==> src/rtl/sat_counter.sv <==
// Up-counter that sticks at all-ones instead of wrapping.
// Ports:
//   clk   - rising-edge clock
//   reset - synchronous active-high reset, clears count
//   inc   - add one this cycle (ignored once saturated)
//   count - current value
module sat_counter #(
    parameter int W = 16
) (
    input  logic         clk,
    input  logic         reset,
    input  logic         inc,
    output logic [W-1:0] count
);

    always_ff @(posedge clk) begin
        if (reset) begin
            count <= '0;
        end else if (inc && (count != '1)) begin
            count <= count + W'(1);
        end
    end

endmodule

==> config.mk <==
export PLATFORM = sky130hd
export DESIGN_NAME = sat_counter
export DESIGN_NICKNAME = d
export VERILOG_FILES = /design/src/rtl/sat_counter.sv
export SDC_FILE = /design/constraint.sdc
export NUM_CORES = 1
export LEC_CHECK = 0
export CORE_MARGIN = 4
export CORE_UTILIZATION = 40
export DETAILED_ROUTE_END_ITERATION = 8
export PLACE_DENSITY = 0.65
export SYNTH_ARGS = -nofsm -noshare
export SYNTH_HDL_FRONTEND = slang
export SYNTH_SLANG_ARGS = --single-unit
==> constraint.sdc <==
create_clock -name clk -period 1.76 [get_ports clk]
set_clock_uncertainty 0.05 [all_clocks]
set_input_delay 0.44 -clock clk [delete_from_list [all_inputs] [get_ports clk]]
set_output_delay 0.44 -clock clk [all_outputs]
set_load 0.02 [all_outputs]
==> results of run 1 <==
-- stage by stage --
| step | power [uW] | TNS, ns | worst slack [ns] |
|---|---|---|---|
| 6_report | 655 | 0 | 0.0802 |
| 5_1_grt | 674 | 0 | 0.00431 |
| 4_1_cts | 666 | 0 | 0.0581 |
| 3_5_place_dp | 421 | -1.82 | -0.229 |
| 3_3_place_gp | 420 | -1.48 | -0.159 |
| 2_1_floorplan | 395 | 0 | 0.00304 |
-- placed cells by master, fill, tap and decap left out, types with 2 or more instances in the layout --
cell type,instances
o31ai_1,6
nand2_1,6
dfxtp_2,11
or4_1,7
nor2_1,6
nor2b_1,2
nor4_1,2
nand4_1,3
clkbuf_4,3
or3_1,3
buf_4,15
inv_1,3
clkdlybuf4s50_1,2
xnor2_1,2
nand3_1,5
dlygate4sd2_1,16
dfxtp_1,3
a21oi_1,9
and4_1,3
dfxtp_4,2
o21ai_0,4
nor3_1,4
-- worst paths after layout --
kind	to	slack [ns]	from
max reg2reg	count[15]	0.08	count[11]
min reg2reg	count[1]	0.46	count[1]
min	count[1]	0.46	count[1]
max	count[15]	0.08	count[11]
-- cell families after synthesis --
| family | count (synthesis) |
|---|---|
| and+or+nand+nor | 48 |
| AOI/OAI and AO/OA | 23 |
| DFF | 16 |
| buffers and inverters | 7 |
| xor gates and xnor gates | 2 |
| muxes | 2 |
| adders and majority gates | 1 |
-- routing by layer --
metal	GRT usage (%)	share of wire, %	vias up
met4	6.22	1.4	0
li1	-	-	449
met3	2.49	3.4	5
met1	21.5	48	401
met5	0	0	-
met2	29.4	47	16
-- power by group through the flow --
stage               combinational (uW)  sequential (uW)  clock (uW)
floorplan                         13.2              381           0
global placement                  42.4              377           0
detailed placement                43.5              378           0
CTS                               41.4              369         256
global route                      45.4              367         261
finish                            41.5              367         247
-- worst max-delay path, stage by stage (launching register included) --
cell     delay [ns]
dfxtp_2        0.37
nand3_1        0.14
or4_1          0.51
or4_1          0.40
a21oi_1        0.14
-- area by class of cell --
class                   instances  area [um^2]
repair buffers                 33          273
clock buffers                   4         36.3
multi-input cells              76          523
flip-flops and latches         16          342
inverters                       3         11.3
well taps                      27         33.8
fillers                       178          763
==> metrics.txt, run 1 <==
Synth Net Count 103; root buf cell clkbuf_4; pin slew with the least headroom to its limit 0.426 ns; Vias 871; full die area 0.00292 mm^2; largest family of logic cells by synthesized area simple AND/OR/NAND/NOR gates; cts hold-fix bufs 0; max reg flops 16; Slew headroom 71.2%; Worst Path Arrival 1.86 ns; critical path required time 1.94 ns; NetSw 146 uW; DR vias/cell 5.48; Ports 19; Logic pwr share 6.3%; first-pass GRT wire length 3720 um; largest net degree at the start of global routing 11; Placed Area 0.00117 mm^2; area added between synthesis and finish 43.7%; initial antenna violation count 0; Post-Synth XOR/XNOR Area 2.06%; post-DP HPWL 1590 um; nets 137; CTS sink count 16; worst-case clock buffer depth 2; endpoints failing hold 0; Min-Delay Path Class reg -> reg; Die W 54.1 um; final hold slack 0.456 ns; cell taking the most area after synthesis dfxtp_1; Switching Share 22.3%; peak supply drop 0.000397 V; CTS tree yes; syn_area_per_cell 8.57 um^2; Synth Instances 99; EDFF count, synth 0; Post-Route WL 2050 um; largest reg by FF count count; drt first-iter violations 8; Synth Area in Simple Gates 36.4%; max cap viols 0; # setup viols final 0; sequential area share after synthesis 37.8%; Worst Path Max Fanout 6; Yosys cell types 31; # rows 16; Hold Path Depth 2; Async S/R FF share, synth 0%; compound-gate portion of the synthesized area 16.5%; Clk pwr share 37.7%; Synth Cell Area 848 um^2; Final Instance Area 0.00122 mm^2; final std cells w/o fill 159; post-synthesis mux area share 2.51%; Most used DFF post-synth dfxtp_1; post-CTS sizing 16; Leak 0.000495 uW; vias in the first global route 873; Synth top area share 37.8%; max-slew violations 0; Setup crit end kind register; residual DRC count 0; GRT overflow 0; worst r2r path cells 4; fmax 0.595 GHz; sequential share of power 56.0%; post-layout util 61.5%; first-pass detailed-route iteration total 4; RSZ-0062 raised after global routing no; CTS clock-pin slew for the worst setup and hold paths 0.10 ns; internal power 509 uW; cell with the most instances after synthesis dfxtp_1; biggest regs count: 16 flops; IO buf count 18; Startpoint Class register; Yosys Warn Count 0; status finished, final reports clean; Post-CTS Setup Bufs 0; H-tree lvl count 1; Inserted Diodes 0; GP Congestion 0.814; Chip Height 54.1 um; area share of fa/ha/maj cells after synthesis 1.47%; initial core utilization 42.8%; Tot GR Track Use 17.1%; CP Class reg -> reg; top post-synthesis cells by count dfxtp_1, a21oi_1, or4_1; placed cell count 155; WL/cell 12.9 um; Core Area 0.00198 mm^2; layout cells sized above 1 30.3%; synthesized flop and latch total 16; Synth area leaders dfxtp_1, or4_1, a21oi_1; antenna-violating nets left 0; pwr/cell area 537 mW/mm^2; min Tclk post-route 1.68 ns; CTS buffer count 3; clock latency on the worst-skew pair 0.29 ns; Tcrit/Tclk final 95.4%
Power figures use the tool's default switching activity.
==> run 2: changes to the inputs <==
--- a/config.mk
+++ b/config.mk
@@ -5,7 +5,8 @@
 export SDC_FILE = /design/constraint.sdc
 export NUM_CORES = 1
 export LEC_CHECK = 0
-export CORE_MARGIN = 4
+export CAP_MARGIN = 20
+export CORE_MARGIN = 8
 export CORE_UTILIZATION = 40
 export DETAILED_ROUTE_END_ITERATION = 8
 export PLACE_DENSITY = 0.65
==> constraint.sdc (replaced) <==
create_clock -name clk -period 2.1 [get_ports clk]
set_clock_uncertainty 0.05 [all_clocks]
set_input_delay 0.525 -clock clk [delete_from_list [all_inputs] [get_ports clk]]
set_output_delay 0.525 -clock clk [all_outputs]
set_load 0.02 [all_outputs]
==> run 2 against run 1 <==
  * Largest cell class unchanged
  * Total power fell by 16%
  * Design area down 6.7%
  * Combinational power shrank 23%
  * Hold slack gained 0.027 ns
  * Die area increased by 32%
  * Via count fell by 2.1%
==> metrics.txt, run 2 (synthesized netlist as in run 1, its figures left out) <==
CP Class reg -> out; # setup viols final 0 (unchanged); Chip Height 62.1 um (+15%); crit-path max cell delay 0.67 ns (+0.16 ns); Reg2Reg Setup Slack 0.28 ns (+0.20 ns); post-DP HPWL 1600 um (+0.68%); critical path required time 1.52 ns (-0.42 ns); vias in the first global route 855 (-2.1%); max-slew violations 0 (unchanged); full die area 0.00385 mm^2 (+32%); post-CTS sizing 0 (-16); status finished, final reports clean; Setup crit end kind output pin; nets 129 (-5.8%); peak supply drop 0.000324 V (-19%); WL/cell 14.0 um (+8.3%); Hold Path Depth 2 (unchanged); area added between synthesis and finish 34.1%; max reg flops 16 (unchanged); IO buf count 18 (unchanged); setup_tns 0 ns (unchanged); Ports 19 (unchanged); post-layout util 57.4% (-4.1 points); endpoints failing hold 0 (unchanged); total power draw 548 uW (-16%); max cap viols 0 (unchanged); Post-CTS Setup Bufs 0 (unchanged); WP buf/inv 1 (+1); cts hold-fix bufs 0 (unchanged); Tot GR Track Use 12.7% (-4.4 points); largest net degree at the start of global routing 18 (+7); Worst Path Arrival 1.42 ns (-0.44 ns); antenna-violating nets left 0 (unchanged); CTS clock-pin slew for the worst setup and hold paths 0.10 ns (about the same); first-pass GRT wire length 3680 um (-1.1%); worst r2r src count[0]; delay-heaviest family, CP buffers and inverters; pwr/cell area 482 mW/mm^2 (-10%); largest reg by FF count count; layout cells sized above 1 12.1% (-18 points); initial antenna violation count 0 (unchanged); first-pass detailed-route iteration total 4 (unchanged); Startpoint Class register; drt first-iter violations 22 (+14); Vias 853 (-2.1%); DR vias/cell 5.65 (+3.1%); GRT overflow 0 (unchanged); Hold Path End count[15]; RSZ-0062 raised after global routing no; worst-case clock buffer depth 2 (unchanged); Final Instance Area 0.00114 mm^2 (-6.7%); Slew headroom 66.7% (-4.5 points); Worst path depth 1 (-3); pin slew with the least headroom to its limit 0.494 ns (+0.0672 ns); commonest non-fill, non-tap cells in the layout clkdlybuf4s50_1, dfxtp_1, a21oi_1; hold path startpoint count[15]; # rows 16 (unchanged); Placed Area 0.00110 mm^2 (-5.8%); root buf cell clkbuf_4; slowest CP cell clkdlybuf4s50_1; Worst Path Max Fanout 6 (unchanged); Min-Delay Path Class reg -> reg; worst r2r dst count[13]; Inserted Diodes 0 (unchanged); H-tree lvl count 1 (unchanged); GP Congestion 0.808 (-0.79%); fmax 0.500 GHz; residual DRC count 0 (unchanged); Core Area 0.00198 mm^2 (unchanged); biggest regs count: 16 flops; clock latency on the worst-skew pair 0.29 ns (about the same); Tcrit/Tclk final 95.2%; most common cell after layout, fill and taps aside clkdlybuf4s50_1; CTS tree yes; CTS sink count 16 (unchanged); Die W 62.1 um (+15%); initial core utilization 42.8% (unchanged); worst r2r path cells 6 (+2); CP Launch Point count[4]; CTS buffer count 3 (unchanged); crit-path cells clkdlybuf4s50_1; Post-Route WL 2110 um (+2.9%); Leak 0.000391 uW (-21%); min Tclk post-route 2.00 ns
## run 2: cell types whose count changed in the layout (fill, tap and decap cells not counted), sizes merged
cell,change
clkdlybuf4s50,+15
buf,-8
dlygate4sd2,-16
dlymetal6s2s,+1
## run 2: layer usage
metal | vias to the layer above | track usage [%] | wire [um]
met4 | 0 | 4.87 | 21
met1 | 400 | 14.8 | 952
met5 | - | 0 | 0
met3 | 4 | 4.32 | 127
met2 | 19 | 20.9 | 1010
li1 | 430 | - | -
## run 2: through the flow
stage | instances | hold slack (ns) | setup WS [ns]
after CTS | 151 | 0.484 | 0.0687
after global placement | 147 | 0.464 | 0.0584
after floorplan | 99 | 0.535 | 0.309
after global routing | 151 | 0.523 | 0.0335
final | 151 | 0.483 | 0.101
after detailed placement | 147 | 0.471 | 0.0160
## run 2: worst max-delay path by stage
| stage | to |
|---|---|
| after global routing | count[4] |
| final | count[4] |
| after CTS | count[5] |
| after global placement | count[11] |
| after detailed placement | count[11] |
| after floorplan | count[15] |
## run 2: report_power, final
part	internal [uW]	switching [uW]
clock	106	100
combinational	15.3	16.8
sequential	306	3.64
total	427	121
## run 2: cell type report
type                            instances  area, um^2
Inverter                                3        11.3
Fill cell                             194         845
Timing Repair Buffer                   25         235
Tap cell                               27        33.8
Clock buffer                            4        36.3
Sequential cell                        16         320
Multi-Input combinational cell         76         500
==> run 3: changes to the inputs <==
--- a/config.mk
+++ b/config.mk
@@ -8,6 +8,7 @@
 export CAP_MARGIN = 20
 export CORE_MARGIN = 8
 export CORE_UTILIZATION = 40
+export CTS_BUF_LIST = sky130_fd_sc_hd__clkbuf_4
 export DETAILED_ROUTE_END_ITERATION = 8
 export PLACE_DENSITY = 0.65
 export SYNTH_ARGS = -nofsm -noshare
==> run 3 against run 2 <==
  * Sequential share of layout area up 0.25 points
  * Cell count unchanged
  * Utilization down 0.51 points
==> metrics.txt, run 3 (synthesized netlist as in run 1, its figures left out) <==
status finished, final reports clean; final hold slack 0.482 ns (-0.000424 ns); Vias 852 (-0.12%); endpoints failing hold 0 (unchanged); GRT overflow 0 (unchanged); # rows 16 (unchanged); commonest non-fill, non-tap cells in the layout clkdlybuf4s50_1, dfxtp_1, a21oi_1; CTS tree yes; Die W 62.1 um (unchanged); Tot GR Track Use 12.8% (+0.13 points); delay-heaviest family, CP buffers and inverters; max reg flops 16 (unchanged); Chip Height 62.1 um (unchanged); Setup crit end kind output pin; pin slew with the least headroom to its limit 0.496 ns (+0.00290 ns); max-slew violations 0 (unchanged); full die area 0.00385 mm^2 (unchanged); CP Class reg -> out; Tcrit/Tclk final 95.6% (+0.38 points); peak supply drop 0.000349 V (+7.8%); clock latency on the worst-skew pair 0.30 ns (about the same); antenna-violating nets left 0 (unchanged); crit-path cells clkdlybuf4s50_1; first-pass detailed-route iteration total 4 (unchanged); initial core utilization 42.8% (unchanged); nets 129 (unchanged); biggest regs count: 16 flops; Ports 19 (unchanged); Slew headroom 66.5% (-0.20 points); WP buf/inv 1 (unchanged); vias in the first global route 858 (+0.35%); largest reg by FF count count; largest net degree at the start of global routing 18 (unchanged); first-pass GRT wire length 3690 um (+0.38%); layout cells sized above 1 11.3% (-0.81 points); Post-CTS Setup Bufs 0 (unchanged); Startpoint Class register; pwr/cell area 455 mW/mm^2 (-5.5%); DR vias/cell 5.64 (-0.12%); Leak 0.000385 uW (-1.4%); RSZ-0062 raised after global routing no; initial antenna violation count 0 (unchanged); critical path required time 1.52 ns (about the same); residual DRC count 0 (unchanged); # setup viols final 0 (unchanged); max cap viols 0 (unchanged); WL/cell 14.0 um (about the same); slowest CP cell clkdlybuf4s50_1; H-tree lvl count 1 (unchanged); CTS sink count 16 (unchanged); fmax 0.498 GHz (-0.40%); min Tclk post-route 2.01 ns (+0.00808 ns); Worst Path Arrival 1.43 ns (about the same); root buf cell clkbuf_4; Post-Route WL 2110 um (about the same); area added between synthesis and finish 32.9%; Inserted Diodes 0 (unchanged); GP Congestion 0.808 (unchanged); CTS clock-pin slew for the worst setup and hold paths 0.10 ns (about the same); IO buf count 18 (unchanged); CTS buffer count 3 (unchanged); post-DP HPWL 1600 um (unchanged); Worst Path Max Fanout 6 (unchanged); most common cell after layout, fill and taps aside clkdlybuf4s50_1; setup_tns 0 ns (unchanged); drt first-iter violations 25 (+14%); worst-case clock buffer depth 2 (unchanged); crit-path max cell delay 0.67 ns (about the same); Min-Delay Path Class reg -> reg; Core Area 0.00198 mm^2 (unchanged)
run 3: changes by cell type in the layout (fill, tap and decap cells not counted), sizes merged:
cell    change
clkbuf      -1
clkinv      +1
run 3: layout make-up:
| cell class | instances | area [um^2] |
|---|---|---|
| Sequential cell | 16 | 320 |
| Timing Repair Buffer | 25 | 235 |
| Tap cell | 27 | 33.8 |
| Clock inverter | 1 | 3.75 |
| Fill cell | 192 | 855 |
| Inverter | 3 | 11.3 |
| Clock buffer | 3 | 22.5 |
| Multi-Input combinational cell | 76 | 500 |
run 3: timing repair:
item | CTS | global route
gates resized for setup | 0 | 1
endpoints found under the setup margin | 0 | 1
hold buffers | 0 | 0
run 3: final timing paths:
kind / endpoint / slack, ns / from / depth (start not counted)
max: count[4] / 0.09 / count[4] / 1
min: count[15] / 0.48 / count[15] / 2
max reg2reg: count[13] / 0.27 / count[0] / 6
min reg2reg: count[15] / 0.48 / count[15] / 2
run 3: report_power, final:
| part | internal, uW | switching, uW | leakage (uW) |
|---|---|---|---|
| clock | 69.3 | 102 | 0.0000154 |
| sequential | 306 | 3.70 | 0.000129 |
| combinational | 15.3 | 16.6 | 0.000241 |
| total | 391 | 122 | 0.000385 |
run 3: per-layer routing:
metal | up-vias | wire, um | share of wire [%] | track usage, %
li1 | 432 | - | - | -
met1 | 396 | 939 | 45 | 14.6
met2 | 19 | 1010 | 48 | 21.1
met3 | 5 | 131 | 6.2 | 4.32
met4 | 0 | 30 | 1.4 | 5.84
met5 | - | 0 | 0 | 0
run 3: per-stage QoR:
step | setup WS (ns) | instances | area [um^2] | total power [uW] | util, %
floorplan | 0.309 | 99 | 848 | 331 | -
global placement | 0.0584 | 147 | 1100 | 348 | 55.4
detailed placement | 0.0160 | 147 | 1100 | 349 | 55.4
CTS | 0.0632 | 151 | 1120 | 520 | 56.8
global route | 0.0283 | 151 | 1130 | 536 | 56.9
finish | 0.0933 | 151 | 1130 | 513 | 56.9
run 3: tightest hold or removal path, cell delays in order (launching register included):
cell	delay [ns]
dfxtp_1	0.36
o31ai_1	0.08
a21oi_1	0.05
==> patch 1, RTL diff (settings of run 1) <==
`W`: 16 -> 24.
--- a/src/rtl/sat_counter.sv
+++ b/src/rtl/sat_counter.sv
@@ -7,3 +7,3 @@
 module sat_counter #(
-    parameter int W = 16
+    parameter int W = 24
 ) (
Interface: changed (resized count); port bits go from 19 to 27. The function was not compared with the original's and may differ.
==> patch 1 against run 1 <==
  * The run now ends with negative setup slack left
  * Area after synthesis increased by 42%
  * Via count increased by 57%
  * Sequential power increased by 47%
  * Combinational power increased by 100%
  * Power increased by 34%
  * Routed wire length increased by 86%
  * Maximum frequency decreased by 18%
  * Die area increased by 35%
  * Worst setup slack got worse by 360 ps
  * Design area increased by 70%
  * Count of clock-buffer cells in the layout unchanged
  * Sequential cell count increased by 8
==> patch 1: results (changes against run 1) <==
largest net degree at the start of global routing 14 (+3); start point of the worst hold path count[19]; Leak 0.875 nW (+77%); max layer used met4; vias in the first global route 1,368 (+57%); initial DRC count 39 (+31); metal3 WL 135 um (+96%); share of cells above drive strength 1 45.8% (+15 points); IO Port Bufs 26 (+8); distinct cell type count after synthesis 36 (+16%); Hold Path Sink count[19]; Setup WS post-layout -278 ps (-358 ps); first-pass GRT wire length 6.20 mm (+67%); Reg2Reg Depth 5 (+1); CTS buffer count 3 (unchanged); failing checks negative setup slack; dpl hpwl 2.72 mm (+71%); Final nets 217 (+58%); syn_nets 145 (+41%); met2 WL 1.97 mm (+100%); Max rail drop VDD 0.000318 V (-20%); Vias 1,367 (+57%); Fill cells 221 (+24%); status complete, but fails checks; pre-CTS WS -349 ps (-120 ps); clock tree root driver cell clkbuf_4; clock transition at the registers of the reported paths 140 ps (+40 ps); maximum clock path buffer count 2 (unchanged); Worst Hold Class reg -> reg; Reg2Reg Capture Point count[23]; Critical-path top delay cell or4_4; Final GP Congestion 0.814 (about the same); Max-slew headroom 72.3% (+1.1 points); worst hold slack 470 ps (+14.6 ps); Critical Path AT 2240 ps (+380 ps); Crit path largest cell delay 580 ps (+70 ps); crit-path max FO 4 (-2); clk_lat worst skew 310 ps (+20 ps); largest registers count (24); Worst R2R Start count[2]; Final TNS setup -2080 ps (-2080 ps); synth cell count leaders 24 x dfxtp_1, 14 x nor2_1, 11 x nand2_1, 9 x a21oi_1, 8 x nand4_1; wire per inst 15.7 um (+22%); Seq/Total Area, Yosys 39.9% (+2.1 points); All-Layer GR Usage 19.1% (+2.0 points); Final Setup Violations 13 (+13); Area contributors post-synth dfxtp_1 40%, nor2_1 4.4%, xor2_1 4.4%, nand4_1 4.2%, a21oi_1 3.7%; Met1 Routed Length 1.67 mm (+70%); Switching Fraction 24.6% (+2.3 points)
## patch 1: changes by cell type in the layout (fill, tap and decap cells not counted), moves of 5 or more
cell           change
xor2_1             +5
nand4_1            +5
buf_4             +24
or4_1              -6
o31ai_1            -5
nand2_1            +5
dfxtp_4            +8
dlygate4sd2_1      +8
nor2_1             +8
buf_6              +5
## patch 1: layout make-up
cell class	count	share of cell area (%)
Timing Repair Buffer	72	29.7
Tap cell	31	1.88
Multi-Input combinational cell	111	41.2
Inverter	1	0.182
Clock buffer	4	1.27
Sequential cell	24	25.7
## patch 1: layer usage
metal  GRT usage (%)  vias up
met3            3.60        6
met2            34.7       27
met4            6.06        0
met1            22.3      664
met5               0        -
li1                -      670
## patch 1: through the flow
step,area [um2],instances
after CTS,1960,242
after global placement,1880,233
final,2070,243
after global routing,2070,243
after detailed placement,1880,233
after floorplan,1290,141
## patch 1: worst register-to-register path, stage by stage, from the launching register on
cell and delay [ps]:
dfxtp_4 370, nand4_1 120, or4_4 580, a211o_4 310, or4_1 410, a21oi_1 130
## patch 1: worst max-delay path by stage
stage	slack (ps)	startpoint	depth (start not counted)	endpoint
floorplan	-210	count[6]	5	count[23]
global placement	-300	inc	5	count[23]
detailed placement	-350	inc	5	count[17]
CTS	-230	count[5]	5	count[23]
global route	-310	count[5]	5	count[23]
finish	-280	count[2]	5	count[23]
## patch 1: repair_timing
item / CTS / global route
buffers inserted: 5 / 3
gates resized for setup: 35 / 21
setup endpoints to repair: 36 / 20
pin swaps: 12 / 9
gates cloned: 0 / 0
## patch 1: power by group through the flow
| stage | sequential (mW) | combinational [mW] | clock, mW |
|---|---|---|---|
| finish | 0.538 | 0.0844 | 0.256 |
| global route | 0.539 | 0.0913 | 0.297 |
| CTS | 0.538 | 0.0792 | 0.261 |
| detailed placement | 0.550 | 0.0702 | 0 |
| global placement | 0.550 | 0.0678 | 0 |
| floorplan | 0.556 | 0.0294 | 0 |
## patch 1: kinds of logic (layout without fill, tap and decap cells)
family	after synthesis	count (layout)	synth area share, %
AO/OA/AOI/OAI	27	27	15.2
XOR/XNOR	11	11	8.00
adder cells (fa/ha/maj)	1	1	1.04
buffers and inverters	6	77	1.97
flip-flops	24	24	39.9
multiplexers	2	2	1.77
AND/OR/NAND/NOR	70	70	32.2
==> patch 2, RTL diff (settings of run 1) <==
Made on the original files. Register the output `count` once more, cleared by the reset; this adds one clock of latency there.
--- a/src/rtl/sat_counter.sv
+++ b/src/rtl/sat_counter.sv
@@ -15,2 +15,12 @@
 
+    logic [W-1:0] count_s0;
+
+    always_ff @(posedge clk) begin
+        if (reset) begin
+            count_s0 <= '0;
+        end else if (inc && (count_s0 != '1)) begin
+            count_s0 <= count_s0 + W'(1);
+        end
+    end
+
     always_ff @(posedge clk) begin
@@ -18,4 +28,4 @@
             count <= '0;
-        end else if (inc && (count != '1)) begin
-            count <= count + W'(1);
+        end else begin
+            count <= count_s0;
         end
Formal check against the unedited RTL: not equivalent (a bounded check fails within 4 cycles, from zero or initial values and one cycle with reset high).
==> patch 2 against run 1 <==
  * Worst setup slack worse by 43 ps
  * Power is 89% higher
  * Sequential cell count grew 16
  * Maximum frequency down 2.5%
  * Routed wire length up 19%
  * Combinational power rose by 38%
  * Area after synthesis up 45%
  * Die area grew 37%
  * Non-clock buffer count down 2
  * Design area grew 35%
  * Highest routed layer unchanged
==> patch 2: results (changes against run 1) <==
Area contributors post-synth dfxtp_1 52%, mux2_2 9.2%, nor2b_1 8.7%, nor2_1 5.2%, nand2_1 2.8%; Mean Syn Cell Area 9.73 um2 (+14%); xor and xnor area share after synthesis 0% (-2.1 points); Leak 0.882 nW (+78%); All-Layer GR Usage 13.6% (-3.6 points); Met1 Routed Length 1.15 mm (+17%); crit-path max FO 4 (-2); status finished clean; Final nets 164 (+20%); post-synthesis mux area share 9.18% (+6.7 points); largest net degree at the start of global routing 15 (+4); syn_nets 130 (+26%); largest registers count (16), count_s0 (16); Reg2Reg Setup Slack 80 ps (about the same); distinct cell type count after synthesis 28 (-9.7%); Reg2Reg Depth 4 (unchanged); Reg2Reg Capture Point count_s0[10]; final cell count without fillers 191 (+20%); pre-CTS WS -322 ps (-92.8 ps); met2 WL 1.10 mm (+14%); Tcrit/Tclk final 97.9% (+2.5 points); Antenna diodes 0 (unchanged); Vias/cell 5.24 (-4.4%); htree depth 2 (+1); Seq/Total Area, Yosys 52.2% (+14 points); switching power total 0.253 mW (+73%); initial DRC count 22 (+14); Critical-path top delay cell clkdlybuf4s50_1; Fill cells 267 (+50%); clk_lat worst skew 320 ps (+30 ps); Worst Setup SP inc; synth cell count leaders 32 x dfxtp_1, 17 x nor2_1, 17 x nor2b_1, 10 x mux2_2, 9 x nand2_1; first-pass GRT wire length 4.25 mm (+14%); share of cells above drive strength 1 23.1% (-7.2 points); start point of the worst hold path count_s0[12]; metal3 WL 109 um (+58%); end of the critical path count_s0[15]; CTS buffer count 5 (+2); Max rail drop VDD 0.000502 V (+27%); wire per inst 12.7 um (-1.2%); Critical Path AT 1940 ps (+80 ps); clock transition at the registers of the reported paths 80 ps (-20 ps); placed cell area 1530 um2 (+31%); Compound-Gate Fraction of Synth Area 7.65% (-8.9 points); dpl hpwl 1.78 mm (+12%); Final GP Congestion 0.887 (+8.9%); worst-margin pin slew 372 ps (-54.3 ps); DRT Pass-1 Iters 5 (+1); Worst R2R Start count_s0[7]; Crit path largest cell delay 520 ps; Post-Synth Adder-Cell Area 1.02% (-0.45 points); placed cell count 184 (+19%)
==> patch 2: cell types whose count changed after synthesis, moves of 6 or more <==
cell     change
o31ai_1      -6
mux2_2       +9
nor2b_1     +15
dfxtp_1     +16
nor2_1      +11
or4_1        -6
a21oi_1      -7
==> patch 2: kinds of logic after synthesis <==
kind of cell | count (synthesis)
adders and majority gates | 1
muxes | 10
DFF | 32
and+or+nand+nor | 65
buffers and inverters | 4
AOI/OAI and AO/OA | 14
==> patch 2: what timing repair did <==
| action | CTS | global route |
|---|---|---|
| buffers inserted | 0 | 0 |
| pin swaps | 0 | 1 |
| setup endpoints to repair | 1 | 21 |
| gates resized for setup | 1 | 20 |
| hold endpoints to repair | 0 | 0 |
==> patch 2: through the flow <==
| step | setup TNS [ps] | util, % |
|---|---|---|
| after global placement | -2140 | 53.6 |
| after CTS | 0 | 55.8 |
| after global routing | -55.6 | 57.7 |
| final | 0 | 57.7 |
| after detailed placement | -2330 | 53.6 |
| after floorplan | 0 | - |
==> patch 2: worst min path at each step <==
stage / to / cells past startpoint / slack (ps)
2_1_floorplan: count_s0[12] / 1 / 410
3_3_place_gp: count[12] / 1 / 450
3_5_place_dp: count[1] / 1 / 450
4_1_cts: count[1] / 1 / 470
5_1_grt: count[1] / 1 / 480
6_report: count[12] / 1 / 460
==> patch 2: final cells by class <==
| type | instances | share of cell area (%) |
|---|---|---|
| Sequential cell | 32 | 39.0 |
| Timing Repair Buffer | 31 | 18.9 |
| Tap cell | 31 | 2.36 |
| Multi-Input combinational cell | 90 | 35.8 |
| Clock buffer | 7 | 3.95 |
==> patch 2: power by group through the flow <==
stage	Clock [mW]	Sequential, mW	Combinational [mW]
floorplan	0	0.755	0.0260
global placement	0	0.751	0.0570
detailed placement	0	0.751	0.0575
CTS	0.470	0.735	0.0574
global route	0.505	0.736	0.0646
finish	0.448	0.734	0.0571
==> patch 2: routing by layer <==
layer  GRT usage (%)  vias up
met4            8.09        0
met3            4.26        8
met2            20.6       27
met5               0        -
li1                -      516
met1            16.7      449
